`src/rtl/mlp_sequencer_pkg.sv`:
```
// mlp_pkg: sequencer state encoding and the per-layer configuration table
package mlp_pkg;
    typedef enum logic [2:0] {IDLE, CONFIG, LAUNCH, RUN, NEXT, FINISH, ERROR} state_t;
    typedef struct packed {
        logic [20:0] weight_base;
        logic [9:0]  bias_base;
        logic [11:0] in_depth;
        logic [11:0] out_depth;
    } layer_cfg_t;
    function automatic layer_cfg_t layer_cfg(input logic [7:0] idx);
        return idx == 8'd0 ? layer_cfg_t'{21'd0,       10'd0,   12'd3072, 12'd512}
             : idx == 8'd1 ? layer_cfg_t'{21'd1572864, 10'd512, 12'd512,  12'd256}
             : idx == 8'd2 ? layer_cfg_t'{21'd1703936, 10'd768, 12'd256,  12'd10}
             : '0;
    endfunction
endpackage

```
`src/rtl/mlp_sequencer_if.sv`:
```
// mlp_sequencer_if: control handshake and per-layer configuration bus
interface mlp_sequencer_if #(
    parameter int NUM_LAYERS = 3,
    parameter int WADDR_W    = 21,
    parameter int BADDR_W    = 10
);
    localparam int IDX_W = $clog2(NUM_LAYERS);
    logic               start;
    logic               abort;
    logic               busy;
    logic               done;
    logic               error;
    logic               layer_start;
    logic               layer_done;
    logic [IDX_W-1:0]   layer_idx;
    logic [WADDR_W-1:0] weight_base;
    logic [BADDR_W-1:0] bias_base;
    logic [11:0]        in_depth;
    logic [11:0]        out_depth;
    logic               in_bank;
    logic               out_bank;
    modport master (
        input  start, abort, layer_done,
        output busy, done, error, layer_start, layer_idx, weight_base, bias_base,
               in_depth, out_depth, in_bank, out_bank
    );
    modport slave (
        output start, abort, layer_done,
        input  busy, done, error, layer_start, layer_idx, weight_base, bias_base,
               in_depth, out_depth, in_bank, out_bank
    );
endinterface

```
`src/rtl/mlp_sequencer_watchdog.sv`:
```
// watchdog_counter: saturating busy-cycle counter that flags a stalled layer
module watchdog_counter #(
    parameter int TIMEOUT_CYCLES = 2097152
) (
    input  logic clk,
    input  logic rst,
    input  logic clear,
    input  logic enable,
    output logic expire
);
    localparam int W = $clog2(TIMEOUT_CYCLES) + 1;
    logic [W-1:0] count;
    assign expire = count == W'(TIMEOUT_CYCLES - 1);
    // count while enabled, holding at the expiry value so it never wraps
    always_ff @(posedge clk or posedge rst) begin
        if (rst) count <= '0;
        else if (clear) count <= '0;
        else if (enable && !expire) count <= count + 1'b1;
    end
endmodule

```
`src/rtl/mlp_sequencer.sv`:
```
// mlp_sequencer: steps an MLP inference through its layers, one launch/done handshake per layer
module mlp_sequencer
    import mlp_pkg::*;
#(
    parameter int NUM_LAYERS     = 3,
    parameter int TIMEOUT_CYCLES = 2097152,
    parameter int WADDR_W        = 21,
    parameter int BADDR_W        = 10
) (
    input logic clk,
    input logic rst,
    mlp_sequencer_if.master bus
);
    localparam int IDX_W = $clog2(NUM_LAYERS);
    state_t     state, state_n;
    layer_cfg_t cfg;
    logic       expire, last, accept;
    assign cfg    = layer_cfg(8'(bus.layer_idx));
    assign last   = bus.layer_idx == IDX_W'(NUM_LAYERS - 1);
    assign accept = state_n == CONFIG && (state == IDLE || state == ERROR);
    assign bus.busy        = state inside {CONFIG, LAUNCH, RUN, NEXT, FINISH};
    assign bus.done        = state == FINISH;
    assign bus.layer_start = state == LAUNCH;
    watchdog_counter #(.TIMEOUT_CYCLES(TIMEOUT_CYCLES)) u_watchdog (
        .clk    (clk),
        .rst    (rst),
        .clear  (state == LAUNCH),
        .enable (state == RUN),
        .expire (expire)
    );
    // state register
    always_ff @(posedge clk or posedge rst) begin
        if (rst) state <= IDLE;
        else state <= state_n;
    end
    // next state; abort overrides everything, layer_done beats watchdog expiry
    always_comb begin
        state_n = state;
        case (state)
            IDLE:    state_n = bus.start ? CONFIG : IDLE;
            CONFIG:  state_n = LAUNCH;
            LAUNCH:  state_n = RUN;
            RUN:     state_n = bus.layer_done ? NEXT : expire ? ERROR : RUN;
            NEXT:    state_n = last ? FINISH : CONFIG;
            FINISH:  state_n = IDLE;
            ERROR:   state_n = bus.start ? CONFIG : ERROR;
            default: state_n = IDLE;
        endcase
        if (bus.abort && state != IDLE) state_n = IDLE;
    end
    // layer index, sticky error and registered per-layer configuration
    always_ff @(posedge clk or posedge rst) begin
        if (rst) begin
            bus.layer_idx   <= '0;
            bus.error       <= 1'b0;
            bus.weight_base <= '0;
            bus.bias_base   <= '0;
            bus.in_depth    <= '0;
            bus.out_depth   <= '0;
            bus.in_bank     <= 1'b0;
            bus.out_bank    <= 1'b0;
        end else begin
            if (accept) begin
                bus.layer_idx <= '0;
                bus.error     <= 1'b0;
            end else if (state == NEXT && state_n == CONFIG) begin
                bus.layer_idx <= bus.layer_idx + 1'b1;
            end
            if (state == RUN && state_n == ERROR) bus.error <= 1'b1;
            if (state == CONFIG) begin
                bus.weight_base <= WADDR_W'(cfg.weight_base);
                bus.bias_base   <= BADDR_W'(cfg.bias_base);
                bus.in_depth    <= cfg.in_depth;
                bus.out_depth   <= cfg.out_depth;
                bus.in_bank     <= bus.layer_idx[0];
                bus.out_bank    <= ~bus.layer_idx[0];
            end
        end
    end
endmodule

```
`src/flat_wrapper.sv`:
```
// flat-port wrapper written by rule: the top's interface ports become plain ports
module mlp_sequencer_flat import mlp_pkg::*;
#(
    parameter int NUM_LAYERS     = 3,
    parameter int TIMEOUT_CYCLES = 2097152,
    parameter int WADDR_W        = 21,
    parameter int BADDR_W        = 10
)
  (clk, rst, bus_start, bus_abort, bus_layer_done, bus_busy, bus_done, bus_error, bus_layer_start, bus_layer_idx, bus_weight_base, bus_bias_base, bus_in_depth, bus_out_depth, bus_in_bank, bus_out_bank);
  mlp_sequencer_if #(.NUM_LAYERS(NUM_LAYERS), .WADDR_W(WADDR_W), .BADDR_W(BADDR_W)) bus_i ();
  input logic clk;
  input logic rst;
  input wire logic [$bits(bus_i.start)-1:0] bus_start;
  input wire logic [$bits(bus_i.abort)-1:0] bus_abort;
  input wire logic [$bits(bus_i.layer_done)-1:0] bus_layer_done;
  output wire logic [$bits(bus_i.busy)-1:0] bus_busy;
  output wire logic [$bits(bus_i.done)-1:0] bus_done;
  output wire logic [$bits(bus_i.error)-1:0] bus_error;
  output wire logic [$bits(bus_i.layer_start)-1:0] bus_layer_start;
  output wire logic [$bits(bus_i.layer_idx)-1:0] bus_layer_idx;
  output wire logic [$bits(bus_i.weight_base)-1:0] bus_weight_base;
  output wire logic [$bits(bus_i.bias_base)-1:0] bus_bias_base;
  output wire logic [$bits(bus_i.in_depth)-1:0] bus_in_depth;
  output wire logic [$bits(bus_i.out_depth)-1:0] bus_out_depth;
  output wire logic [$bits(bus_i.in_bank)-1:0] bus_in_bank;
  output wire logic [$bits(bus_i.out_bank)-1:0] bus_out_bank;
  assign bus_i.start = bus_start;
  assign bus_i.abort = bus_abort;
  assign bus_i.layer_done = bus_layer_done;
  assign bus_busy = bus_i.busy;
  assign bus_done = bus_i.done;
  assign bus_error = bus_i.error;
  assign bus_layer_start = bus_i.layer_start;
  assign bus_layer_idx = bus_i.layer_idx;
  assign bus_weight_base = bus_i.weight_base;
  assign bus_bias_base = bus_i.bias_base;
  assign bus_in_depth = bus_i.in_depth;
  assign bus_out_depth = bus_i.out_depth;
  assign bus_in_bank = bus_i.in_bank;
  assign bus_out_bank = bus_i.out_bank;
  mlp_sequencer #(.NUM_LAYERS(NUM_LAYERS), .TIMEOUT_CYCLES(TIMEOUT_CYCLES), .WADDR_W(WADDR_W), .BADDR_W(BADDR_W)) u_core (.clk(clk), .rst(rst), .bus(bus_i));
endmodule
```
`config.mk`:
```
export PLATFORM = sky130hd
export DESIGN_NAME = mlp_sequencer_flat
export DESIGN_NICKNAME = d
export VERILOG_FILES = /design/src/rtl/mlp_sequencer_pkg.sv /design/src/rtl/mlp_sequencer_if.sv /design/src/rtl/mlp_sequencer_watchdog.sv /design/src/rtl/mlp_sequencer.sv /design/src/flat_wrapper.sv
export SDC_FILE = /design/constraint.sdc
export NUM_CORES = 1
export LEC_CHECK = 0
export CAP_MARGIN = 0
export CELL_PAD_IN_SITES_DETAIL_PLACEMENT = 0
export CELL_PAD_IN_SITES_GLOBAL_PLACEMENT = 1
export CORE_ASPECT_RATIO = 0.9
export CORE_MARGIN = 2
export CORE_UTILIZATION = 35
export CTS_CLUSTER_SIZE = 8
export DETAILED_ROUTE_END_ITERATION = 8
export PLACE_DENSITY_LB_ADDON = 0.1
export SETUP_SLACK_MARGIN = 0.3
export SYNTH_ARGS = -nofsm -noshare
export SYNTH_HDL_FRONTEND = slang
export SYNTH_HIERARCHICAL = 1
export SYNTH_SLANG_ARGS = --single-unit
```
`constraint.sdc`:
```
create_clock -name clk -period 2.6 [get_ports clk]
set_input_delay 0.52 -clock clk [delete_from_list [all_inputs] [get_ports clk]]
set_output_delay 0.52 -clock clk [all_outputs]
set_load 0.02 [all_outputs]
```
# Word level (Yosys, flattened, before mapping)
# Index checks and enable logic that the tools add are counted.
dict set report word_totals {
  regBits 85
  latch_bits 0
  ram_bits 0
  rom_bits 0
  inputBits 5
  output_inout_bits 63
  word_cells 54
  memories 0
}
dict set report op_classes {
  n_addsub 2
  n_mul 0
  div 0
  order_cmp 0
  n_eq_ne 11
  n_shift 0
  muxes 16
  bitwise 1
  n_reduce_logical 14
}
# operator count
set ops {}
lappend ops {{55-bit 2-to-1 mux} 3}
lappend ops {{22-bit 2-to-1 mux} 2}
lappend ops {{22-bit by 1-bit adder with 22-bit output (second input constant)} 1}
lappend ops {{22-bit by 21-bit equality test with 1-bit output (second input constant)} 1}
lappend ops {{3-bit one-hot mux with 6 select lines} 1}
lappend ops {{3-bit 2-to-1 mux} 5}
lappend ops {{3-bit equality test (second input constant)} 4}
lappend ops {{3-bit by 1-bit equality test with 1-bit output (second input constant)} 2}
lappend ops {{3-bit by 2-bit equality test with 1-bit output (second input constant)} 2}
lappend ops {{2-bit nonzero test} 3}
lappend ops {{1-bit logical AND} 5}
lappend ops {{5-bit nonzero test} 1}
lappend ops {{2-bit 2-to-1 mux} 2}
lappend ops {{3-bit zero test} 1}
lappend ops {{1-bit 2-to-1 mux} 3}
lappend ops {{3-bit nonzero test} 1}
lappend ops {{2-bit by 1-bit adder with 2-bit output (second input constant)} 1}
lappend ops {{2-bit by 1-bit equality test with 1-bit output (second input constant)} 1}
lappend ops {{2-bit equality test (second input constant)} 1}
lappend ops {{2-bit zero test} 1}
lappend ops {{1-bit zero test} 1}
lappend ops {{1-bit logical OR} 1}
lappend ops {{1-bit NOT} 1}

# Logic depth before layout (Yosys ltp)
dict set report depth {
  word_depth 9
  ltp_mapped 9
  depth_no_buf 9
}

# Hierarchy
# The synthesis kept the hierarchy.
# module instances cells_per_inst area_each_um2
set by_module_without_submodules {}
lappend by_module_without_submodules {watchdog_counter 1 131 1237.4}
lappend by_module_without_submodules {mlp_sequencer 1 119 1087.3}

# Worst setup path after synthesis
# Ideal clock, no wire load.
dict set report synth_path {
  path_kind {flip-flop to flip-flop}
  from {reg u_core.state[2]}
  to {reg u_core.u_watchdog.count[19]}
  setup_time_ps 78
  t_arrival_ps 1940
  setup_slack_ps 582
  stages_incl_launch_ff 7
  path_buffers 2
  cell_sequence {dfrtp_1 -> and3b_4 -> clkbuf_1 -> a21bo_1 -> buf_6 -> or4b_1 -> a21oi_1}
}
dict set report synth_between {
  elab_chain_len 3
  word_cells_on_any_way 5
  cone_classes {eq/ne (2); mux (1); reduce/logical (2)}
}
# item line_no
set synth_rtl {}
lappend synth_rtl {{start, declared} mlp_sequencer.sv:15} ;# state_t state, state_n;
lappend synth_rtl {{start signal, assigned} mlp_sequencer.sv:34} ;# else state <= state_n;
lappend synth_rtl {{3-bit by 2-bit equality test with 1-bit output} mlp_sequencer.sv:28} ;# .enable (state == RUN),
lappend synth_rtl {{1-bit logical AND} mlp_sequencer_watchdog.sv:18} ;# else if (enable && !expire) count <= count + 1'b1;
lappend synth_rtl {{2-bit nonzero test (no source line)} -}
lappend synth_rtl {{end signal, assigned} mlp_sequencer_watchdog.sv:18}
lappend synth_rtl {{end, declared} mlp_sequencer_watchdog.sv:12} ;# logic [W-1:0] count;
# Parallel ways exist; a longest one is shown, timed or not.
# A chain may end at the register's enable or synchronous reset.

# Worst setup path after layout
dict set report layout_path {
  from {reg u_core.u_watchdog.count[0]}
  to {reg u_core.u_watchdog.count[17]}
}
dict set report layout_between {
  elab_chain_len 4
  word_cells_on_any_way 7
  cone_classes {add/sub (1); eq/ne (1); mux (2); reduce/logical (3)}
}
# item
set layout_rtl {}
lappend layout_rtl {{parallel branches: the longest is 4 deep, another holds 22-bit by 1-bit adder with 22-bit output}}
# Several ways; the timed one is not identified. The select of a mux whose other input is x is not followed.

==> results.ini <==
[clock_tree]
cts_setup_buffers = 0
htreeDepth = 2
cts_buffers = 5
cts-root-buf = clkbuf_8
cts_tree = built
clock_sinks = 34
path_clk_slew_ns = 0.08
clockBufferDepth = 2
insertion_delay_ns = 0.29

[synthesis]
synth-seq-area-share = 0.3660
synthTopCellsByCount = buf_4 (52), dfrtp_1 (34), a21oi_1 (19), nand2_1 (19), nor2_1 (18)
synthCells = 250
synth.avg_cell_area_um2 = 9.299
synth_top_area_cell = dfrtp_1
synth_area_leaders = dfrtp_1 (37%), buf_4 (17%), a21oi_1 (4.1%), nand2_1 (3.1%), nor2_1 (2.9%)
yosysUniqueCellTypes = 45
synth_edf_count = 0
synth_flop_cell = dfrtp_1
synth-async-reset-ratio = 1.000
ys_seq_elements = 34
yosysMostFrequentCell = buf_4
netlist.area_leader.share = 0.3660
yosysWarnings = 6
synthesis.area_um2 = 2325

[floorplanning]
fp.dieArea_um2 = 7311
boundaryPins = 68
fp.dieH_um = 81.32
placementRows = 28
start_util = 0.3568
core_um2 = 6516
die_w_um = 89.91

[pwr]
cellPowerDensity_nw_per_um2 = 868.9
p_sw_frac = 0.3990
pwr-share-clk = 0.227
p_leak_uw = 0.001153
p_comb_frac = 0.450
p_switching_uw = 881.8
intPower_uw = 1328
ir_drop_mv = 0.3739
p_seq_frac = 0.324

[timing]
drv_slew = 0
slew-limit-headroom = 0.6671
hold_violations = 0
setup_viol = 0
rsz0062_at_grt = false
whs_ns = 0.4934
worst_slew_pin_slew_ns = 0.4988
fin_skew_ns = 0.008077
fmax_mhz = 484.6
timing.final.crit_share = 0.7937
fin_setup_tns_ns = 0
period_minus_slack_ns = 2.064

[critical_path]
slowest_stage = or4_1
critPathKind = reg -> reg
endpoint = u_core/u_watchdog/count[17]
r2r_cells = 6
cpPeakStageDelay_ns = 0.56
cp-startpoint = u_core/u_watchdog/count[0]
cp.arrival_ns = 2.28
critical_path_required_ns = 2.81
path_cells = ha_1 -> nand4_1 -> nor4_4 -> a21bo_2 -> or4_1 -> a21oi_1
path_max_fanout = 24
endpoint_kind = flip-flop
reg2reg_setup_slack_ns = 0.54
worstSetupStartpointType = flip-flop
r2r-end = u_core/u_watchdog/count[17]
timing.rr.start = u_core/u_watchdog/count[0]

[global_routing]
grt_pass1_vias = 1473
antenna_found_initial = 0
grt_first_pass_wirelength_um = 7521
grt_overflow = 0
grt.total_usage = 0.1294
grt_max_degree = 25

[route]
dr.pass1.iters = 4
drt_iter0_drc = 71
detail-route-antenna-nets = 0
totalWireLength_um = 4531
drc_errors = 0
vias_per_cell = 4.593
wl_per_cell_um = 12.62
vias = 1649

[cells_and_area]
area_growth_pct = 9.419
final_area_um2 = 2544
drive_gt1_frac = 0.1152
final_nets = 278
n_antenna_cell = 0

[flow_run]
cap_viol_max_count = 0

[hold_path]
hp-class = reg -> reg

[placed_design]
dpl_cell_area_um2 = 2425
place_congestion = 0.7954
dpl.hpwl_um = 3209
portBuffers = 25

[outcome]
status = finished, final reports clean

## what timing repair did
action | in CTS | in global routing
cloned | 0 | 0
setup endpoints to repair | 2 | 8
gates resized for setup | 3 | 3
pin swaps | 0 | 0
hold buffers | 0 | 0
## registers in the layout, summed over array words and instances, names as in the netlist
register	flops
u_core/u_watchdog/count	22
u_core/bus.in_bank	1
u_core/state	3
u_core/bus.weight_base	2
u_core/bus.in_depth	2
u_core/bus.error	1
u_core/bus.out_bank	1
u_core/bus.layer_idx	2
## cell usage in the layout, fill, tap and decap left out, types with 3 or more instances in the layout
cell type / n
clkbuf_8: 5
ha_1: 5
nor2_1: 18
o21ai_0: 8
nand3_1: 7
nand4_1: 5
a21oi_1: 19
buf_4: 4
nor3_1: 3
or4_1: 8
clkdlybuf4s50_1: 22
inv_1: 6
xnor2_1: 4
nand2_1: 19
mux2i_1: 4
xor2_1: 3
or3_1: 3
dfrtp_1: 33
o31ai_1: 7
conb_1: 42
mux2_2: 4
and2_1: 5
## worst min path at each step
stage	depth (start not counted)	from	slack (ns)	end
floorplan	1	rst	0.38	u_core/bus.error
global placement	2	u_core/bus.in_bank	0.48	u_core/bus.in_bank
detailed placement	2	u_core/bus.in_bank	0.48	u_core/bus.in_bank
CTS	2	u_core/bus.in_bank	0.50	u_core/bus.in_bank
global route	2	u_core/bus.out_bank	0.55	u_core/bus.out_bank
finish	2	u_core/bus.in_bank	0.49	u_core/bus.in_bank
## critical path, delay by kind of cell, from the launching register on
family / cells / cell delay, ns
adder cells (fa/ha/maj): 1 / 0.25
AO/OA/AOI/OAI: 2 / 0.53
flip-flops: 1 / 0.41
AND/OR/NAND/NOR: 3 / 0.80
## cell type report
cell class                 instances  area [µm²]
clock buffer                       5       68.82
clock inverter                     3       45.04
fill                             686        3973
inverter                           7       26.28
multi-input combinational        191        1155
sequential                        34       852.1
tap                               90       112.6
timing repair buffer              29       284.0
## per-stage QoR
| stage | util | setup WS (ns) | total power, µW | cells |
|---|---|---|---|---|
| 2_1_floorplan | - | 0.5817 | 1492 | 291 |
| 3_3_place_gp | 0.3721 | 0.4910 | 1733 | 351 |
| 3_5_place_dp | 0.3721 | 0.4269 | 1731 | 351 |
| 4_1_cts | 0.3896 | 0.3060 | 2238 | 359 |
| 5_1_grt | 0.3904 | 0.4180 | 2349 | 359 |
| 6_report | 0.3904 | 0.5363 | 2210 | 359 |
## power by group through the flow
stage	logic, µW	clock network [µW]	registers, µW
global route	1080	541	732
detailed placement	1010	0	724
global placement	1010	0	724
finish	994	501	716
CTS	1010	516	716
floorplan	724	0	768
## cell families after synthesis
kind of cell | count (synthesis) | synth area share
compound gates | 45 | 0.1276
xor+xnor | 7 | 0.02637
fa+ha+maj | 5 | 0.02691
buf+inv | 66 | 0.2034
flops | 34 | 0.3660
mux | 9 | 0.04305
other cells | 1 | 0.001613
simple gates | 83 | 0.2051
## per-layer routing
metal  GRT usage  wire length (µm)  part of all wire
met5           0                 0                 0
met4     0.03231                32            0.0071
met3     0.02783               199             0.044
met2      0.1886              1845              0.41
met1      0.1942              2453              0.54
Note: power is estimated with default switching activity, not from simulation.
==> RTL edit: new RTL, same settings <==
`BADDR_W` is set to 10 in 3 places; all go to 9.
--- a/src/rtl/mlp_sequencer_if.sv
+++ b/src/rtl/mlp_sequencer_if.sv
@@ -2,7 +2,7 @@
 interface mlp_sequencer_if #(
     parameter int NUM_LAYERS = 3,
     parameter int WADDR_W    = 21,
-    parameter int BADDR_W    = 10
+    parameter int BADDR_W    = 9
 );
     localparam int IDX_W = $clog2(NUM_LAYERS);
     logic               start;
--- a/src/rtl/mlp_sequencer.sv
+++ b/src/rtl/mlp_sequencer.sv
@@ -5,7 +5,7 @@
     parameter int NUM_LAYERS     = 3,
     parameter int TIMEOUT_CYCLES = 2097152,
     parameter int WADDR_W        = 21,
-    parameter int BADDR_W        = 10
+    parameter int BADDR_W        = 9
 ) (
     input logic clk,
     input logic rst,
--- a/src/flat_wrapper.sv
+++ b/src/flat_wrapper.sv
@@ -4,7 +4,7 @@
     parameter int NUM_LAYERS     = 3,
     parameter int TIMEOUT_CYCLES = 2097152,
     parameter int WADDR_W        = 21,
-    parameter int BADDR_W        = 10
+    parameter int BADDR_W        = 9
 )
   (clk, rst, bus_start, bus_abort, bus_layer_done, bus_busy, bus_done, bus_error, bus_layer_start, bus_layer_idx, bus_weight_base, bus_bias_base, bus_in_depth, bus_out_depth, bus_in_bank, bus_out_bank);
   mlp_sequencer_if #(.NUM_LAYERS(NUM_LAYERS), .WADDR_W(WADDR_W), .BADDR_W(BADDR_W)) bus_i ();
Ports: changed (resized bus_bias_base); port bits go from 68 to 67. No check against the original RTL was run, so the function may have changed too.
==> RTL edit against the original RTL <==
Synthesized area fell by 1.1%; power fell by 3.8%; routed wire length shrank 1.7%; cell area rose by 1.1%; cell count up 0.28%; global-route usage rose by 0.19 points; setup slack got worse by 200 ps; sequential cell count did not move; synthesized cell count down 2.0%; combinational power decreased by 5.9%; hold slack improved by 23 ps; largest power group unchanged; via count fell by 2.1%.
==> RTL edit: results (changes against the original RTL) <==
| Metric | Value |
|---|---|
| Met3 Usage GRT | 0.03455 (was 0.02783) |
| Comb_multi_in | 186 (was 191) |
| Design Area, Final | 2571 um^2 (was 2544 um^2) |
| Combinational power share | 0.440 (was 0.450) |
| P_sw | 816.7 uW (was 881.8 uW) |
| Final net count | 279 (was 278) |
| NonClk Buf Share | 0.1265 (was 0.1117) |
| Outcome | completed (unchanged) |
| Synth top cells by count | 52 x buf_4, 34 x dfrtp_1, 19 x nor2_1 (was 52 x buf_4, 34 x dfrtp_1, 19 x a21oi_1, 19 x nand2_1, 18 x nor2_1) |
| Via count | 1615 (was 1649) |
| Clock-pin slew on the worst setup and hold paths | 80 ps (about the same) |
| Placed inst area | 2404 um^2 (was 2425 um^2) |
| Fraction of area in multi-input gates | 0.4438 (was 0.4540) |
| Clk_skew | 9.627 ps (was 8.077 ps) |
| Crit path DAT | 2440 ps (was 2280 ps) |
| Seq pwr share | 0.330 (was 0.324) |
| M1 GR Usage | 0.2005 (was 0.1942) |
| Count of unique library cells instantiated by Yosys | 47 (was 45) |
| PortBufs | 24 (was 25) |
| DR vias/cell | 4.486 (was 4.593) |
| Post-DP HPWL | 3185 um (was 3209 um) |
| Worst-path fanout max | 6 (was 24) |
| Ratio of cells with drive above 1 in the final layout | 0.1296 (was 0.1152) |
| Slew headroom | 0.6672 (was 0.6671) |
| Vias in the first global route | 1402 (was 1473) |
| First-pass GRT wire length | 7210 um (was 7521 um) |
| Initial DRC count | 74 (was 71) |
| CLK BUF | 5 (unchanged) |
| Placed cell count | 347 (was 351) |
| Leak | 0.001151 uW (was 0.001153 uW) |
| Number of fillers in the final layout | 679 (was 686) |
| RD Place Congestion | 0.7104 (was 0.7954) |
| Layout clock area frac | 0.04428 (was 0.04476) |
| GR Util met2 | 0.1763 (was 0.1886) |
| Routed length per instance | 12.38 um (was 12.62 um) |
| Sequential logic power | 702 uW (was 716 uW) |
| GRT Overall Usage | 0.1313 (was 0.1294) |
| Pre-CTS WS | 355.1 ps (was 426.9 ps) |
| Buffers outside the clock class | 35 (was 29) |
| Syn Area/Cell | 9.381 um^2 (was 9.299 um^2) |
| Post-synthesis sequential area ratio | 0.3702 (was 0.3660) |
| Area contributors post-synth | dfrtp_1 37%, buf_4 17%, a21oi_1 3.3%, nor2_1 3.1%, mux2_2 2.9% (was dfrtp_1 37%, buf_4 17%, a21oi_1 4.1%, nand2_1 3.1%, nor2_1 2.9%) |
[RTL edit: cell types whose count changed after synthesis, moves of 2 or more]
cell,unedited run,this run
a21oi_1,19,15
mux2_2,4,6
and2_1,5,2
nand2_1,19,14
nor3_1,3,5
o21ai_1,2,0
[RTL edit: per-layer routing]
layer  vias up  part of all wire
met3         7             0.051
met1       752              0.53
met2        45              0.40
li1        811                 -
met5         -                 0
met4         0             0.013
[RTL edit: worst paths after layout]
| path | slack [ps] | cells after the start | startpoint | endpoint |
|---|---|---|---|---|
| max in group asynchronous | 1660 | 2 | rst | u_core/state[0] |
| min in group asynchronous | 580 | 2 | rst | u_core/bus.out_bank |
| worst min-delay path | 520 | 1 | u_core/bus.out_bank | u_core/bus.out_bank |
| worst max-delay path | 340 | 9 | u_core/u_watchdog/count[0] | u_core/bus.layer_idx[0] |
| worst max register to register | 340 | 9 | u_core/u_watchdog/count[0] | u_core/bus.layer_idx[0] |
| worst min register to register | 520 | 1 | u_core/bus.out_bank | u_core/bus.out_bank |
[RTL edit: timing repair]
action	CTS	global route
endpoints found under the hold margin	0	0
setup endpoints to repair	1	3
setup buffers	0	5
pin swaps	0	5
gates resized for setup	1	3
[RTL edit: worst max-delay path, stage by stage (launching register included)]
cell and delay (ps):
dfrtp_1 410, ha_4 160, nand4_1 180, nor4_4 450, and2_1 190, o21ai_0 110
nor2_1 160, a31oi_1 80, nand3_2 130, mux2_4 300
[RTL edit: kinds of logic after synthesis]
kind of cell    Yosys count  share of synthesized area
mux                      11                    0.05334
fa+ha+maj                 5                    0.02722
flops                    34                     0.3702
compound gates           40                     0.1105
simple gates             81                     0.2047
buf+inv                  66                     0.2058
other cells               1                   0.001632
xor+xnor                  7                    0.02667
